File: config.mk
export PLATFORM = sky130hd
export DESIGN_NAME = reg_file_sb
export DESIGN_NICKNAME = d
export VERILOG_FILES = /design/src/rtl/reg_file_sb.sv
export SDC_FILE = /design/constraint.sdc
export NUM_CORES = 2
export LEC_CHECK = 0
export ABC_AREA = 1
export BUFFER_PORTS_ARGS = -buffer_cell sky130_fd_sc_hd__clkbuf_2
export CAP_MARGIN = 20
export CORE_UTILIZATION = 25
export CTS_CLUSTER_SIZE = 28
export DETAILED_ROUTE_END_ITERATION = 10
export GPL_ROUTABILITY_DRIVEN = 0
export SLEW_MARGIN = 25
export SYNTH_ARGS = -nofsm -noshare
export SYNTH_HDL_FRONTEND = slang
export SYNTH_SLANG_ARGS = --single-unit
File: constraint.sdc
create_clock -name clk -period 47.2 [get_ports clk]
set_clock_uncertainty 0.05 [all_clocks]
set_input_delay 4.72 -clock clk [delete_from_list [all_inputs] [get_ports clk]]
set_output_delay 4.72 -clock clk [all_outputs]
set_load 0.02 [all_outputs]
File: src/rtl/reg_file_sb.sv
// -----------------------------------------------------------------------------
// reg_file_sb
//   Register file with a pending-write scoreboard for an in-order RV32I pipeline.
//   The file has NUM_RD combinational read ports and one synchronous write port.
//   Index 0 can be hardwired to zero. A write can be forwarded to a read in the
//   same cycle. Each register has one pending bit: decode sets it when it issues
//   a producer, and writeback clears it when that producer retires.
//
// Ports
//   clk, rst      rising-edge clock, asynchronous active-high reset
//   read_addr     NUM_RD packed read indices, port p at [p*ADDR_WIDTH +: ADDR_WIDTH]
//   data_out      NUM_RD packed read data, same packing as read_addr
//   rd_busy       per read port: the register it reads still has a write outstanding
//   regWrite      writeback write enable
//   write_addr    writeback destination index
//   data_in       writeback data
//   issue         decode issued a producer targeting issue_addr
//   issue_addr    destination index of the issued producer
//   flush         clear every pending bit at the next edge
//   pend_cnt      number of registers currently marked pending
// -----------------------------------------------------------------------------
`timescale 1ns/1ps
`ifndef WORD_WIDTH
`define WORD_WIDTH 32
`endif

module reg_file_sb #(
    parameter int ADDR_WIDTH = 5,
    parameter int WORD_WIDTH = `WORD_WIDTH,
    parameter int NUM_RD     = 2,
    parameter int BYPASS     = 1,
    parameter int ZERO_REG   = 1
) (
    input  logic                           clk,
    input  logic                           rst,
    input  logic [NUM_RD*ADDR_WIDTH-1:0]   read_addr,
    output logic [NUM_RD*WORD_WIDTH-1:0]   data_out,
    output logic [NUM_RD-1:0]              rd_busy,
    input  logic                           regWrite,
    input  logic [ADDR_WIDTH-1:0]          write_addr,
    input  logic [WORD_WIDTH-1:0]          data_in,
    input  logic                           issue,
    input  logic [ADDR_WIDTH-1:0]          issue_addr,
    input  logic                           flush,
    output logic [ADDR_WIDTH:0]            pend_cnt
);

    localparam int REGS = 1 << ADDR_WIDTH;

    logic [WORD_WIDTH-1:0] regs_q [REGS];
    logic [WORD_WIDTH-1:0] regs_d [REGS];
    logic [REGS-1:0]       pending_q;
    logic [REGS-1:0]       pending_d;
    logic                  wr_en;
    logic                  iss_en;
    logic [ADDR_WIDTH:0]   cnt;

    // Writes and issues to x0 are dropped when x0 is hardwired.
    assign wr_en  = regWrite && !((ZERO_REG != 0) && (write_addr == '0));
    assign iss_en = issue    && !((ZERO_REG != 0) && (issue_addr == '0));

    // The order of the updates below sets their priority. A retiring write clears
    // its pending bit. A same-edge issue to that register sets the bit again,
    // because the newer producer is still in flight. Flush clears every bit last,
    // so it overrides both, but the register data is still written.
    always_comb begin
        regs_d    = regs_q;
        pending_d = pending_q;
        if (wr_en) begin
            regs_d[write_addr]    = data_in;
            pending_d[write_addr] = 1'b0;
        end
        if (iss_en) begin
            pending_d[issue_addr] = 1'b1;
        end
        if (flush) begin
            pending_d = '0;
        end
    end

    always_ff @(posedge clk or posedge rst) begin
        if (rst) begin
            for (int i = 0; i < REGS; i++) begin
                regs_q[i] <= '0;
            end
            pending_q <= '0;
        end else begin
            regs_q    <= regs_d;
            pending_q <= pending_d;
        end
    end

    // Read ports. While rst is high every port returns zero and is not busy,
    // whatever the other inputs are. That includes a write that would otherwise
    // be forwarded. A forwarded read returns the retiring data and is not busy,
    // because that write is the one the reader was waiting for.
    for (genvar p = 0; p < NUM_RD; p++) begin : g_rd
        logic [ADDR_WIDTH-1:0] idx;
        logic                  is_zero;
        logic                  hit;

        assign idx     = read_addr[p*ADDR_WIDTH +: ADDR_WIDTH];
        assign is_zero = (ZERO_REG != 0) && (idx == '0);
        assign hit     = (BYPASS != 0) && wr_en && (idx == write_addr);

        assign data_out[p*WORD_WIDTH +: WORD_WIDTH] =
            (rst || is_zero) ? '0 : (hit ? data_in : regs_q[idx]);
        assign rd_busy[p] = !(rst || is_zero || hit) && pending_q[idx];
    end

    // pend_cnt counts only stored pending bits, so a forwarded write does not
    // lower it until the edge where that write retires.
    always_comb begin
        cnt = '0;
        for (int i = 0; i < REGS; i++) begin
            cnt = cnt + {{ADDR_WIDTH{1'b0}}, pending_q[i]};
        end
    end

    assign pend_cnt = cnt;

endmodule

==> flow_metrics.env <==
export IMPL_status="completed"
export IMPL_dpl_hpwl_mm=134
export IMPL_synth_compound_area_frac=0.199
export IMPL_maxCapViolCount=0
export IMPL_wirelength_mm=246
export IMPL_clk_latency_ns=0.74
export IMPL_numCtsBuffers=107
export IMPL_cts_tree="done"
export IMPL_p_per_area_nw_per_um2=39.1
export IMPL_avgRoutedWirePerCell_um=22.1
export IMPL_first_iter_violations=8613
export IMPL_drv_slew=0
export IMPL_min_period_ns=13.88
export IMPL_finalCritPeriodShare=0.294
export IMPL_syn_area_per_cell_um2=7.12
export IMPL_route_detailed_drc=0
export IMPL_area_growth_pct=10.3
export IMPL_arrival_ns=9.11
export IMPL_ys_types=34
export IMPL_final_common_cell="nand2_1"
export IMPL_rsz0062_at_grt="false"
export IMPL_crit_type="input port to primary output"
export IMPL_syn_area_um2=59200
export IMPL_synth_nets=8405
export IMPL_synth_seq_area_share=0.446
export IMPL_dieArea_um2=239000
export IMPL_gr_usage_met1=0.287
export IMPL_synthAdderAreaFrac=0.00959
export IMPL_finalPower_w=0.00255
export IMPL_grt_max_degree=146
export IMPL_multi_input_area_um2=28300
export IMPL_use_met3=0.0385
export IMPL_muxShareOfSynthArea=0
export IMPL_critPathCaptureType="primary output"
export IMPL_synthSimpleGateAreaFrac=0.262
export IMPL_drtPass1Iterations=6
export IMPL_finalWorstSetupSlack_ns=33.32
export IMPL_cts_buffer_depth=3
export IMPL_cts_hold_buf=0
export IMPL_cts_sinks=1056
export IMPL_grt_pass1_vias=52600
export IMPL_r2r_cells=2
export IMPL_antenna_found_initial=19
export IMPL_postSynthCellCount=8317
export IMPL_vias=58000
export IMPL_peakVddDrop_mv=0.0327
export IMPL_die_height_um=489
export IMPL_cts_root_buf="clkbuf_16"
export IMPL_tightest_slew_ns=1.16
export IMPL_hold_ws_ns=0.336
export IMPL_n_fill_cell=25800
export IMPL_layout_common_cells="nand2_1, o21ai_0, dfrtp_1"
export IMPL_num_io_pins=129
export IMPL_utilization=0.277
export IMPL_fmax_ghz=0.0721
export IMPL_synthXorXnorAreaFrac=0.00163
export IMPL_min_path_cells=0
export IMPL_slew_headroom=0.224
export IMPL_hold_viol_final=0
export IMPL_hold_class="flop to flop"
export IMPL_placementRows=178
export IMPL_p_leak_nw=29.0
export IMPL_tns_ns=0
export IMPL_ys_warn_count=0
export IMPL_coreArea_um2=235000
export IMPL_die_w_um=489
export IMPL_synth_top_family_by_area="simple AND/OR/NAND/NOR gates"
export IMPL_vias_per_cell=5.20
export IMPL_regArea_um2=26400
export IMPL_htreeDepth=3
export IMPL_start_kind="input port"
export IMPL_gr_usage_met2=0.301
export IMPL_grt_usage=0.202
export IMPL_layout_drive_gt1_share=0.0574
export IMPL_grt_pass1_wl_mm=364
export IMPL_cts_setup_buffers=0
export IMPL_cp_required_ns=42.43
export IMPL_postCtsResizedCells=0
export IMPL_portBuffers=128
export IMPL_critical_path_max_fanout=145
export IMPL_dp_slack_ns=33.38
export IMPL_fin_nets=7992
export IMPL_busiest_layer="met2"
export IMPL_initial_utilization=0.252
export IMPL_yosys_register_bits=1056
export IMPL_setup_viol=0
export IMPL_detail_route_antenna_nets=0
export IMPL_clk_pin_slew_ns=0.07
export IMPL_grt_ovfl_total=0
[layer usage]
metal	wire length (µm)	vias to the layer above
li1	-	26500
met1	106000	27700
met2	105000	3232
met3	26400	465
met4	9530	4
met5	27	-
[critical path, stage by stage]
cell and delay (ns):
buf_8 0.28, buf_4 0.62, buf_12 0.52, buf_4 0.72, buf_4 0.81, nand2_1 0.12
nand3_1 0.11, nand2_1 0.06, nor2_1 0.12, o21ai_0 0.09, nand3_1 0.07, nand3_1 0.24
nand2_1 0.21, clkbuf_2 0.19
[metrics by stage]
stage | cells | cell area, µm²
after global placement | 10900 | 61600
after CTS | 11100 | 65300
final | 11100 | 65300
after detailed placement | 10900 | 61700
after floorplan | 8317 | 59200
after global routing | 11100 | 65300
[cells by family (layout without fill, tap and decap cells)]
kind of cell	Yosys count	in the layout
adders and majority gates	31	31
xor gates and xnor gates	11	11
AOI/OAI and AO/OA	2259	2259
and+or+nand+nor	3805	3805
other	0	8
buffers and inverters	1155	828
DFF	1056	1056
[cell usage after synthesis]
master / count / area share
nor3_2: 5 / 0.00085
xnor2_1: 9 / 0.0013
inv_2: 17 / 0.0011
nand3b_1: 29 / 0.0037
inv_1: 390 / 0.025
nor3_4: 2 / 0.00055
buf_1: 63 / 0.0040
clkinv_1: 2 / 0.00013
buf_6: 2 / 0.00038
nor2_8: 1 / 0.00034
buf_2: 271 / 0.023
o21a_1: 1 / 0.00013
buf_4: 31 / 0.0039
a31oi_1: 1 / 0.00011
nor4_1: 1 / 0.00011
clkbuf_2: 3 / 0.00025
nand4_1: 6 / 0.00063
a21oi_1: 596 / 0.050
o211ai_1: 191 / 0.024
nor2_2: 3 / 0.00032
xor2_1: 2 / 0.00030
nand3_1: 764 / 0.065
a22oi_1: 2 / 0.00025
fa_1: 24 / 0.0081
nand2_2: 2 / 0.00021
nor3_1: 8 / 0.00068
nand2_1: 2795 / 0.18
o21ai_1: 76 / 0.0064
nor2_1: 181 / 0.011
nor2_4: 8 / 0.0015
clkbuf_1: 376 / 0.024
dfrtp_1: 1056 / 0.45
o21ai_0: 1392 / 0.12
ha_1: 7 / 0.0015
[area by class of cell]
type | count | area share
multi-input cells | 6106 | 0.433
flip-flops and latches | 1056 | 0.405
well taps | 3150 | 0.0603
clock buffers | 167 | 0.0484
inverters | 409 | 0.0240
repair buffers | 224 | 0.0234
clock inverters | 28 | 0.00577
diodes | 8 | 0.000306
[report_power, final]
group / leakage [nW] / internal, W / total (W) / switching [W]
Sequential: 13.6 / 0.00107 / 0.00119 / 0.000116
Clock: 1.74 / 0.000494 / 0.000890 / 0.000396
Combinational: 13.7 / 0.000158 / 0.000477 / 0.000320
[final timing paths]
| check | start | slack (ns) | to |
|---|---|---|---|
| worst max-delay path | read_addr[5] | 33.32 | data_out[59] |
| max in group asynchronous | rst | 38.75 | regs_q[794]$_DFFE_PP0P_ |
| worst min register to register | regs_q[1023]$_DFFE_PP0P_ | 0.34 | regs_q[1023]$_DFFE_PP0P_ |
| worst max register to register | pending_q[10]$_DFF_PP0_ | 46.30 | pending_q[10]$_DFF_PP0_ |
| min in group asynchronous | rst | 3.99 | pending_q[18]$_DFF_PP0_ |
| worst min-delay path | regs_q[1023]$_DFFE_PP0P_ | 0.34 | regs_q[1023]$_DFFE_PP0P_ |
[flip-flops by register name (all words and copies together), names as in the netlist]
name and cells:
regs_q 1024, pending_q 32
(Power assumes the default switching activity.)
